## config.mk

```make
export PLATFORM = sky130hd
export DESIGN_NAME = iddr_align_ctrl_flat
export DESIGN_NICKNAME = d
export VERILOG_FILES = /design/src/rtl/iddr_align_if.sv /design/src/rtl/iddr_align_ctrl.sv /design/src/flat_wrapper.sv
export SDC_FILE = /design/constraint.sdc
export NUM_CORES = 1
export LEC_CHECK = 0
export CORE_ASPECT_RATIO = 1.5
export CORE_MARGIN = 1
export CORE_UTILIZATION = 62
export CTS_CLUSTER_SIZE = 20
export DETAILED_ROUTE_END_ITERATION = 6
export GPL_TIMING_DRIVEN = 0
export PLACE_DENSITY = 0.93
export SETUP_SLACK_MARGIN = 0.3
export SLEW_MARGIN = 20
export SYNTH_ARGS = -nofsm -noshare
export SYNTH_HDL_FRONTEND = slang
export SYNTH_SLANG_ARGS = --single-unit
```

## constraint.sdc

```tcl
create_clock -name C -period 7.6 [get_ports C]
set_clock_uncertainty 0.2 [all_clocks]
set_input_delay 1.14 -clock C [delete_from_list [all_inputs] [get_ports C]]
set_output_delay 1.14 -clock C [all_outputs]
set_load 0.02 [all_outputs]
```

## src/rtl/iddr_align_if.sv

```systemverilog
// Bundle between the IDDR word-alignment controller and its surroundings:
// IDDR bit pairs and restart come in, IDDR control and aligned words go out.
interface iddr_align_if #(
  parameter int unsigned WIDTH = 8
);
  logic             Q1;
  logic             Q2;
  logic             START;
  logic             IDDR_CE;
  logic             IDDR_SR;
  logic [WIDTH-1:0] DOUT;
  logic             DVALID;
  logic             LOCKED;
  logic             TRAIN_ERR;
  logic [3:0]       SLIP_CNT;

  // Side that feeds the controller and consumes its outputs
  modport master (
    output Q1, Q2, START,
    input  IDDR_CE, IDDR_SR, DOUT, DVALID, LOCKED, TRAIN_ERR, SLIP_CNT
  );

  // Controller side
  modport slave (
    input  Q1, Q2, START,
    output IDDR_CE, IDDR_SR, DOUT, DVALID, LOCKED, TRAIN_ERR, SLIP_CNT
  );
endinterface

```

## src/rtl/iddr_align_ctrl.sv

```systemverilog
// IDDR word-alignment controller: holds the IDDR in reset, flushes the
// deserializer, slips the word boundary until the training word is seen
// LOCK_COUNT times in a row, then streams aligned words.
module iddr_align_ctrl #(
  parameter int unsigned      WIDTH         = 8,
  parameter logic [WIDTH-1:0] TRAIN_PATTERN = WIDTH'(8'hB5),
  parameter int unsigned      RST_CYCLES    = 16,
  parameter int unsigned      LOCK_COUNT    = 4
) (
  input  logic        C,
  input  logic        R,
  iddr_align_if.slave bus
);

  localparam int unsigned SH_W  = 2 * WIDTH;
  localparam int unsigned HALF  = WIDTH / 2;
  localparam int unsigned PH_W  = $clog2(HALF);
  localparam int unsigned CNT_W = 8;
  localparam int unsigned MC_W  = 4;
  localparam int unsigned SL_W  = 4;

  typedef enum logic [2:0] {
    ST_HOLD,
    ST_FLUSH,
    ST_TRAIN,
    ST_SETTLE,
    ST_LOCK,
    ST_FAIL
  } state_t;

  state_t            state;
  logic [CNT_W-1:0]  cnt;
  logic [PH_W-1:0]   ph;
  logic [SH_W-1:0]   sh;
  logic [MC_W-1:0]   match_cnt;
  logic [SL_W-1:0]   slip_cnt;
  logic              sr;
  logic              ce;
  logic [WIDTH-1:0]  dout;
  logic              dvalid;
  logic              locked;
  logic              train_err;

  logic [WIDTH-1:0]  cand;
  logic              boundary;

  // Candidate word at the current slip offset and word-boundary detect
  always_comb begin
    cand     = WIDTH'(sh >> slip_cnt);
    boundary = ce && (ph == PH_W'(HALF - 1));
  end

  // Sequencer, deserializer and registered outputs; START overrides everything
  always_ff @(posedge C or negedge R) begin
    if (!R) begin
      state     <= ST_HOLD;
      cnt       <= '0;
      ph        <= '0;
      sh        <= '0;
      match_cnt <= '0;
      slip_cnt  <= '0;
      sr        <= 1'b1;
      ce        <= 1'b0;
      dout      <= '0;
      dvalid    <= 1'b0;
      locked    <= 1'b0;
      train_err <= 1'b0;
    end else begin
      dvalid <= 1'b0;
      if (ce) begin
        sh <= {sh[SH_W-3:0], bus.Q1, bus.Q2};
        ph <= (ph == PH_W'(HALF - 1)) ? '0 : ph + 1'b1;
      end

      if (bus.START) begin
        state     <= ST_HOLD;
        cnt       <= '0;
        ph        <= '0;
        match_cnt <= '0;
        slip_cnt  <= '0;
        locked    <= 1'b0;
        train_err <= 1'b0;
        sr        <= 1'b1;
        ce        <= 1'b0;
      end else begin
        case (state)
          ST_HOLD: begin
            if (cnt == CNT_W'(RST_CYCLES - 1)) begin
              state <= ST_FLUSH;
              cnt   <= '0;
              sr    <= 1'b0;
              ce    <= 1'b1;
            end else begin
              cnt <= cnt + 1'b1;
            end
          end
          ST_FLUSH: begin
            if (cnt == CNT_W'(WIDTH - 1)) begin
              state <= ST_TRAIN;
              cnt   <= '0;
              ph    <= '0;
            end else begin
              cnt <= cnt + 1'b1;
            end
          end
          ST_TRAIN: begin
            if (boundary) begin
              if (cand == TRAIN_PATTERN) begin
                match_cnt <= match_cnt + 1'b1;
                if (match_cnt == MC_W'(LOCK_COUNT - 1)) begin
                  state  <= ST_LOCK;
                  locked <= 1'b1;
                end
              end else begin
                match_cnt <= '0;
                if (slip_cnt == SL_W'(WIDTH - 1)) begin
                  state     <= ST_FAIL;
                  train_err <= 1'b1;
                end else begin
                  slip_cnt <= slip_cnt + 1'b1;
                  state    <= ST_SETTLE;
                end
              end
            end
          end
          ST_SETTLE: begin
            // The word straddling the old/new offset is thrown away
            if (boundary) state <= ST_TRAIN;
          end
          ST_LOCK: begin
            if (boundary) begin
              dout   <= cand;
              dvalid <= 1'b1;
            end
          end
          ST_FAIL: begin
          end
          default: state <= ST_HOLD;
        endcase
      end
    end
  end

  assign bus.IDDR_SR   = sr;
  assign bus.IDDR_CE   = ce;
  assign bus.DOUT      = dout;
  assign bus.DVALID    = dvalid;
  assign bus.LOCKED    = locked;
  assign bus.TRAIN_ERR = train_err;
  assign bus.SLIP_CNT  = slip_cnt;

endmodule
```

## src/flat_wrapper.sv

```systemverilog
// flat-port wrapper written by rule: the top's interface ports become plain ports
module iddr_align_ctrl_flat 
#(
  parameter int unsigned      WIDTH         = 8,
  parameter logic [WIDTH-1:0] TRAIN_PATTERN = WIDTH'(8'hB5),
  parameter int unsigned      RST_CYCLES    = 16,
  parameter int unsigned      LOCK_COUNT    = 4
)
  (C, R, bus_Q1, bus_Q2, bus_START, bus_IDDR_CE, bus_IDDR_SR, bus_DOUT, bus_DVALID, bus_LOCKED, bus_TRAIN_ERR, bus_SLIP_CNT);
  iddr_align_if #(.WIDTH(WIDTH)) bus_i ();
  input  logic C;
  input  logic R;
  input wire logic [$bits(bus_i.Q1)-1:0] bus_Q1;
  input wire logic [$bits(bus_i.Q2)-1:0] bus_Q2;
  input wire logic [$bits(bus_i.START)-1:0] bus_START;
  output wire logic [$bits(bus_i.IDDR_CE)-1:0] bus_IDDR_CE;
  output wire logic [$bits(bus_i.IDDR_SR)-1:0] bus_IDDR_SR;
  output wire logic [$bits(bus_i.DOUT)-1:0] bus_DOUT;
  output wire logic [$bits(bus_i.DVALID)-1:0] bus_DVALID;
  output wire logic [$bits(bus_i.LOCKED)-1:0] bus_LOCKED;
  output wire logic [$bits(bus_i.TRAIN_ERR)-1:0] bus_TRAIN_ERR;
  output wire logic [$bits(bus_i.SLIP_CNT)-1:0] bus_SLIP_CNT;
  assign bus_i.Q1 = bus_Q1;
  assign bus_i.Q2 = bus_Q2;
  assign bus_i.START = bus_START;
  assign bus_IDDR_CE = bus_i.IDDR_CE;
  assign bus_IDDR_SR = bus_i.IDDR_SR;
  assign bus_DOUT = bus_i.DOUT;
  assign bus_DVALID = bus_i.DVALID;
  assign bus_LOCKED = bus_i.LOCKED;
  assign bus_TRAIN_ERR = bus_i.TRAIN_ERR;
  assign bus_SLIP_CNT = bus_i.SLIP_CNT;
  iddr_align_ctrl #(.WIDTH(WIDTH), .TRAIN_PATTERN(TRAIN_PATTERN), .RST_CYCLES(RST_CYCLES), .LOCK_COUNT(LOCK_COUNT)) u_core (.C(C), .R(R), .bus(bus_i));
endmodule
```

==> summary.txt, run 1 <==
Power
  • Total power per unit cell area: approximately 150 mW/mm²
  • Clock share of power: 36.2%
  • Sw Pwr: around 0.00011 W
  • Worst VDD drop: 0.000163 V
  • Sequential fraction of design power: 55.9%
  • Sw Share: 22.5%
  • Combinational Power Share: 7.8%
  • Internal Dissipation: 0.000387 W
  • Leak: 1.42 nW

Setup path
  • CP required: 7.59 ns
  • Buf/Inv on CP: 1
  • CP max stage delay: 0.59 ns
  • Worst R2R Path Depth: 9
  • Crit path depth: 4
  • Crit path max-delay family: simple AND/OR/NAND/NOR gates
  • Crit end category: flip-flop
  • Cell Chain, Critical Path: clkdlybuf4s50_1 -> or3b_2 -> nor3_2 -> mux2_2
  • CP Launch Type: input pin
  • CP max FO: 9
  • CP max stage cell: nor3_2
  • Arrival @ worst endpoint: 3.18 ns
  • Crit Path Class: input pin to flip-flop

Status
  • Run status: finished clean

Place
  • I/O Buffers: 21
  • HPWL Detailed: 4.56 mm
  • GPL Wtd Cong: 0.944

Cells and area
  • Antenna diodes: 0
  • Share of layout cells above drive strength 1: 24.1%
  • Synth-to-layout area growth: 14.2%
  • Area of the multi-input gates: approximately 0.0016 mm²
  • Sequential cell area: 0.00125 mm²
  • Number of fill cells: between 200 and 300
  • Nets: 302
  • Post-layout util: 73.8%

CTS
  • Clk sinks: 50
  • H-tree levels: 2
  • Post-CTS Setup Inserts: 0
  • Root Driver: clkbuf_8
  • Worst-Skew Late Latency: ~0.30 ns
  • Clock transition at the registers of the reported paths: 0.09 ns
  • Num CTS Buffers: 5
  • Post-CTS sizing: 0
  • CTS Hold Bufs: 0
  • Maximum buffer depth of the clock tree: 2
  • CTS tree: built

Global route
  • GRT Util Overall: 27.7%
  • Largest net degree at the start of global routing: 34
  • Initial antenna violation count: 0
  • First-pass GRT wire length: 10.5 mm
  • Number of global-route vias before repair: 2227
  • Gr ovfl total: 0

Timing
  • Final hold violations: 0
  • Final Setup Violations: 0
  • Worst slew pin tran: 0.679 ns
  • Tcrit/Tclk final: 42.0%
  • Final setup TNS: 0 ns
  • Maximum clock frequency: 313 MHz
  • Final Max Tran Viols: 0
  • Tmin final: 3.19 ns
  • RSZ-0062 raised after global routing: false
  • Hold_ws: 0.297 ns
  • Worst rel slew slack: 53.6%

Floorplanning
  • Core ar.: between 0.004 and 0.005 mm²
  • Die Ht: 86.3 µm
  • Initial Utilization: 64.6%
  • Chip width: 58.2 µm
  • Die area: 0.00502 mm²
  • Row cnt: 30
  • I/O pin total: 22

Synth
  • Yosys warnings: 0
  • Synth Area per Inst: 11.1 µm²
  • EDFF count, synth: 0
  • Synth top area cells: dfrtp_1, mux2_2, mux4_2
  • Post-synthesis cell count: 264
  • Post-synth top area share: 41.8%
  • Top_reg_cell synth: dfrtp_1
  • Synth Register Bits: 50
  • Netlist cell types: 58
  • Syn Nets: roughly 270
  • Register area share after synthesis: a little over two fifths
  • Asr flop ratio synth: between 90% and 100%
  • Area leader, netlist: dfrtp_1
  • Synth Cell Area: roughly 0.0029 mm²

Route
  • Detail-routed via count per cell: 6.21
  • DRC: 0
  • Routed WL: 6.24 mm
  • DR iter-0 viols: around 140
  • Post-route ant nets: 0
  • Vias after detailed routing: 2222
  • Average wire per standard cell: around 17 µm
  • Drt first pass iters: 4

Run
  • Max Cap Violations: 0

Hold path
  • Hold-critical path depth: 1
  • Worst Hold Class: flip-flop to flip-flop
## routing by layer
layer | global-route usage, % | wire (µm) | up-vias
met1 | 32.7 | 2400 | 1093
met5 | 0 | 0 | -
met2 | 47.8 | 3350 | 70
li1 | - | - | 1032
met4 | 14.9 | 245 | 0
met3 | 4.18 | 240 | 27
## stage by stage
stage,power [W],instance area (µm²),cells,setup WS [ns]
2_1_floorplan,0.000307,2940,264,4.55
3_3_place_gp,0.000320,3230,349,3.79
3_5_place_dp,0.000324,3250,350,4.11
4_1_cts,0.000505,3350,358,4.41
5_1_grt,0.000518,3350,358,4.30
6_report,0.000499,3350,358,4.41
## cells in the mapped netlist (3+ instances only)
master and number:
a211oi_1 3, a21oi_1 7, a31oi_1 4, and2_1 3
and3_1 6, buf_2 5, buf_6 4, clkbuf_1 7
dfrtp_1 49, ha_1 4, inv_1 9, mux2_2 27
mux2i_1 7, mux4_2 11, nand2_1 15, nand2b_1 4
nand3_1 4, nand3b_1 3, nor2_1 17, nor2b_1 9
nor3_1 5, o21ai_0 13, o21ai_2 3, o31ai_1 6
## state kept, by name, indices dropped and copies added, names as in the netlist
signal,flops
u_core.state,3
u_core.ph,2
u_core.sh,16
u_core.bus.LOCKED,1
u_core.match_cnt,4
u_core.bus.DVALID,1
u_core.bus.SLIP_CNT,4
u_core.bus.TRAIN_ERR,1
u_core.bus.DOUT,8
u_core.cnt,8
u_core.bus.IDDR_SR,1
u_core.bus.IDDR_CE,1
## placed cells by master (no fill, tap or decap), types with 3 or more instances in the layout
| master | count |
|---|---|
| clkbuf_1 | 9 |
| mux2_2 | 27 |
| o21ai_0 | 13 |
| nand3b_1 | 3 |
| a21oi_1 | 7 |
| nor3_1 | 4 |
| o21ai_2 | 3 |
| and3_1 | 6 |
| mux4_2 | 11 |
| and2_1 | 3 |
| clkdlybuf4s50_1 | 20 |
| mux2i_1 | 7 |
| nor2_1 | 17 |
| buf_2 | 6 |
| nand3_1 | 4 |
| clkbuf_8 | 5 |
| ha_1 | 4 |
| a211oi_1 | 3 |
| inv_1 | 9 |
| o31ai_1 | 6 |
| a31oi_1 | 4 |
| nand2b_1 | 4 |
| buf_6 | 4 |
| dfrtp_1 | 49 |
| nand2_1 | 15 |
| nor2b_1 | 9 |
## path summary, 6_finish.rpt
path | endpoint | startpoint | slack, ns
worst min register to register | u_core.cnt[7] | u_core.cnt[7] | 0.30
min in group asynchronous | u_core.match_cnt[3] | R | 0.57
worst max-delay path | u_core.bus.DOUT[4] | bus_START | 4.41
worst min-delay path | u_core.cnt[7] | u_core.cnt[7] | 0.30
worst max register to register | u_core.state[2] | u_core.bus.SLIP_CNT[0] | 4.49
max in group asynchronous | u_core.bus.IDDR_SR | R | 6.06
## cells by family (layout without fill, tap and decap cells)
group                    Yosys count  in the layout  synth area share (%)
AND/OR/NAND/NOR                   81             81                  15.3
AO/OA/AOI/OAI                     54             54                  13.1
flip-flops                        50             50                  42.7
multiplexers                      47             47                  22.1
buffers and inverters             26             56                  4.56
adder cells (fa/ha/maj)            4              4                  1.71
XOR/XNOR                           2              2                 0.597
## layout make-up
cell class	count	share of cell area, %
inverter	9	1.01
clock buffer	7	2.28
buffer	17	2.99
timing repair buffer	22	6.72
multi-input combinational	188	46.4
tap	64	2.39
clock inverter	1	0.896
sequential	50	37.4
## power groups by stage
stage                     combinational (W)  sequential [W]  clock (W)
after floorplan                   0.0000245        0.000282          0
after global placement            0.0000366        0.000284          0
after detailed placement          0.0000392        0.000284          0
after CTS                         0.0000395        0.000279   0.000186
after global routing              0.0000444        0.000280   0.000193
final                             0.0000392        0.000279   0.000181
Power figures use the tool's default switching activity.
==> inputs of run 2 (changes only) <==
--- a/config.mk
+++ b/config.mk
@@ -7,11 +7,11 @@
 export LEC_CHECK = 0
 export CORE_ASPECT_RATIO = 1.5
 export CORE_MARGIN = 1
-export CORE_UTILIZATION = 62
+export CORE_UTILIZATION = 53
 export CTS_CLUSTER_SIZE = 20
 export DETAILED_ROUTE_END_ITERATION = 6
 export GPL_TIMING_DRIVEN = 0
-export PLACE_DENSITY = 0.93
+export PLACE_DENSITY = 0.85
 export SETUP_SLACK_MARGIN = 0.3
 export SLEW_MARGIN = 20
 export SYNTH_ARGS = -nofsm -noshare
==> constraint.sdc (replaced) <==
create_clock -name C -period 2.9 [get_ports C]
set_clock_uncertainty 0.2 [all_clocks]
set_input_delay 0.435 -clock C [delete_from_list [all_inputs] [get_ports C]]
set_output_delay 0.435 -clock C [all_outputs]
set_load 0.02 [all_outputs]
==> summary.txt, run 2 (same netlist as run 1, synthesis figures left out) <==
Cells and area
  • Synth-to-layout area growth: 22.2%
  • Post-layout util: 68.4%
  • Most frequent cells in the layout: dfrtp_1, mux2_2, clkdlybuf4s50_1
  • Fin area: 0.00359 mm²
  • Max reg flops: 16
  • Biggest register: u_core.sh
  • Commonest non-fill, non-tap cell in the layout: dfrtp_1
  • Share of layout cells above drive strength 1: roughly 35%
  • Antenna diodes: 0
  • Nets: 311

Timing
  • Tcrit/Tclk final: 103%
  • Worst rel slew slack: 49.8%
  • Final setup TNS: -0.537 ns
  • Final Max Tran Viols: 0
  • Worst slew pin tran: 0.749 ns
  • Final worst setup slack: -0.0879 ns
  • RSZ-0062 raised after global routing: true
  • Final hold violations: 0
  • Maximum clock frequency: 335 MHz
  • Tmin final: 2.99 ns
  • Final Setup Violations: 9

Setup path
  • RR Endpoint: u_core.bus.SLIP_CNT[3]
  • Crit end category: flip-flop
  • Reg2reg setup slack: -0.09 ns
  • Worst r2r src: u_core.bus.SLIP_CNT[0]
  • CP max FO: 10
  • Crit Path Class: flip-flop to flip-flop
  • CP max stage cell: mux4_2
  • Crit path launch: u_core.bus.SLIP_CNT[0]
  • Cell Chain, Critical Path: buf_8 -> mux4_2 -> a21oi_4 -> mux2_4 -> o2111ai_2 -> or4b_4 -> buf_6 -> buf_8 -> a31o_2 -> a21oi_2
  • Crit path depth: 10
  • Buf/Inv on CP: 3
  • CP Launch Type: flip-flop
  • Arrival @ worst endpoint: 3.01 ns
  • CP required: approximately 2.9 ns
  • CP most frequent cell: buf_8
  • Worst setup path end: u_core.bus.SLIP_CNT[3]
  • CP max stage delay: 0.53 ns
  • Worst R2R Path Depth: 10
  • Crit path max-delay family: multiplexers

CTS
  • Root Driver: clkbuf_8
  • CTS tree: built
  • H-tree levels: 2
  • Num CTS Buffers: 5
  • Maximum buffer depth of the clock tree: 2
  • Worst-Skew Late Latency: 0.31 ns
  • Clock transition at the registers of the reported paths: 0.10 ns
  • Clk sinks: 50

Status
  • Run status: complete, but fails checks
  • Failing checks: negative setup slack

Route
  • Vias after detailed routing: 2311
  • Detail-routed via count per cell: between 6 and 7
  • Post-route ant nets: 0
  • DR iter-0 viols: 166
  • Routed WL: around 6.8 mm
  • Average wire per standard cell: 18.3 µm
  • DRC: 0
  • Drt first pass iters: 4

Global route
  • Initial antenna violation count: 0
  • Gr ovfl total: 0
  • GRT Util Overall: between 20% and 30%
  • First-pass GRT wire length: 10.7 mm
  • Number of global-route vias before repair: 2234
  • Largest net degree at the start of global routing: 34

Floorplanning
  • Initial Utilization: 56.0%
  • Die Ht: 93.1 µm
  • Core ar.: 0.00525 mm²
  • Chip width: ~63 µm
  • Row cnt: 32
  • Die area: 0.00585 mm²
  • I/O pin total: 22

Place
  • Placed instance area: 0.00326 mm²
  • HPWL Detailed: 4.44 mm
  • Pre-CTS setup slack: -0.149 ns
  • GPL Wtd Cong: about 0.88
  • I/O Buffers: 21

Hold path
  • Worst Hold Class: flip-flop to flip-flop

Power
  • Leak: 1.48 nW
  • Worst VDD drop: 0.000297 V
  • Total power per unit cell area: roughly 350 mW/mm²
  • Tot Pwr: 0.00124 W

Run
  • Max Cap Violations: 0
==> run 2: cell count changes in the layout (fill, tap and decap cells not counted), sizes merged <==
cell / previous run / this run
buf: 12 / 20
bufinv: 1 / 0
clkbuf: 14 / 13
clkinvlp: 0 / 2
dlygate4sd3: 0 / 1
==> run 2: metal layers <==
layer | routed length (µm) | up-vias | track usage (%)
met2 | 3570 | 91 | 41.9
met4 | 219 | 0 | 11.2
met3 | 322 | 24 | 3.17
met5 | 0 | - | 0
li1 | - | 1059 | -
met1 | 2680 | 1137 | 28.7
==> run 2: worst min path at each step <==
stage                          to          startpoint  cells past startpoint
2_1_floorplan  u_core.bus.DOUT[0]                   R                      0
3_3_place_gp        u_core.cnt[7]       u_core.cnt[7]                      1
3_5_place_dp        u_core.cnt[6]                   R                      1
4_1_cts             u_core.cnt[7]       u_core.cnt[7]                      1
5_1_grt        u_core.bus.IDDR_SR  u_core.bus.IDDR_SR                      1
6_report            u_core.cnt[7]       u_core.cnt[7]                      1
==> run 2: through the flow <==
step / instances / hold WS (ns)
floorplan: 264 / -0.0606
global placement: 353 / 0.263
detailed placement: 354 / 0.196
CTS: 369 / 0.304
global route: 371 / 0.327
finish: 371 / 0.314
==> run 2: cell type report <==
cell class / instances / area (µm²)
timing repair buffer: 31 / 299
buffer: 17 / 125
clock buffer: 6 / 72.6
inverter: 9 / 33.8
tap: 68 / 85.1
sequential: 50 / 1260
clock inverter: 2 / 15.0
fill: 384 / 1660
multi-input combinational: 188 / 1700
==> run 2: power breakdown <==
part	total [W]	switching [W]	internal [W]	leakage [nW]
sequential	0.000731	0.0000182	0.000713	0.678
clock	0.000402	0.000231	0.000170	0.0374
combinational	0.000111	0.0000623	0.0000483	0.767
total	0.00124	0.000312	0.000931	1.48
==> run 2: timing repair <==
item | in CTS | in global routing
hold endpoints to repair | 17 | 0
hold buffers | 1 | 0
resized for setup | 25 | 17
buffers inserted | 6 | 2
pin swaps | 9 | 5
setup endpoints to repair | 16 | 17
gates cloned | 0 | 0
==> run 2: worst reg2reg max path: stages, from the launching register on <==
cell and delay [ns]:
dfrtp_2 0.40, buf_8 0.14, mux4_2 0.53, a21oi_4 0.20
mux2_4 0.18, o2111ai_2 0.09, or4b_4 0.53, buf_6 0.15
buf_8 0.14, a31o_2 0.21, a21oi_2 0.13
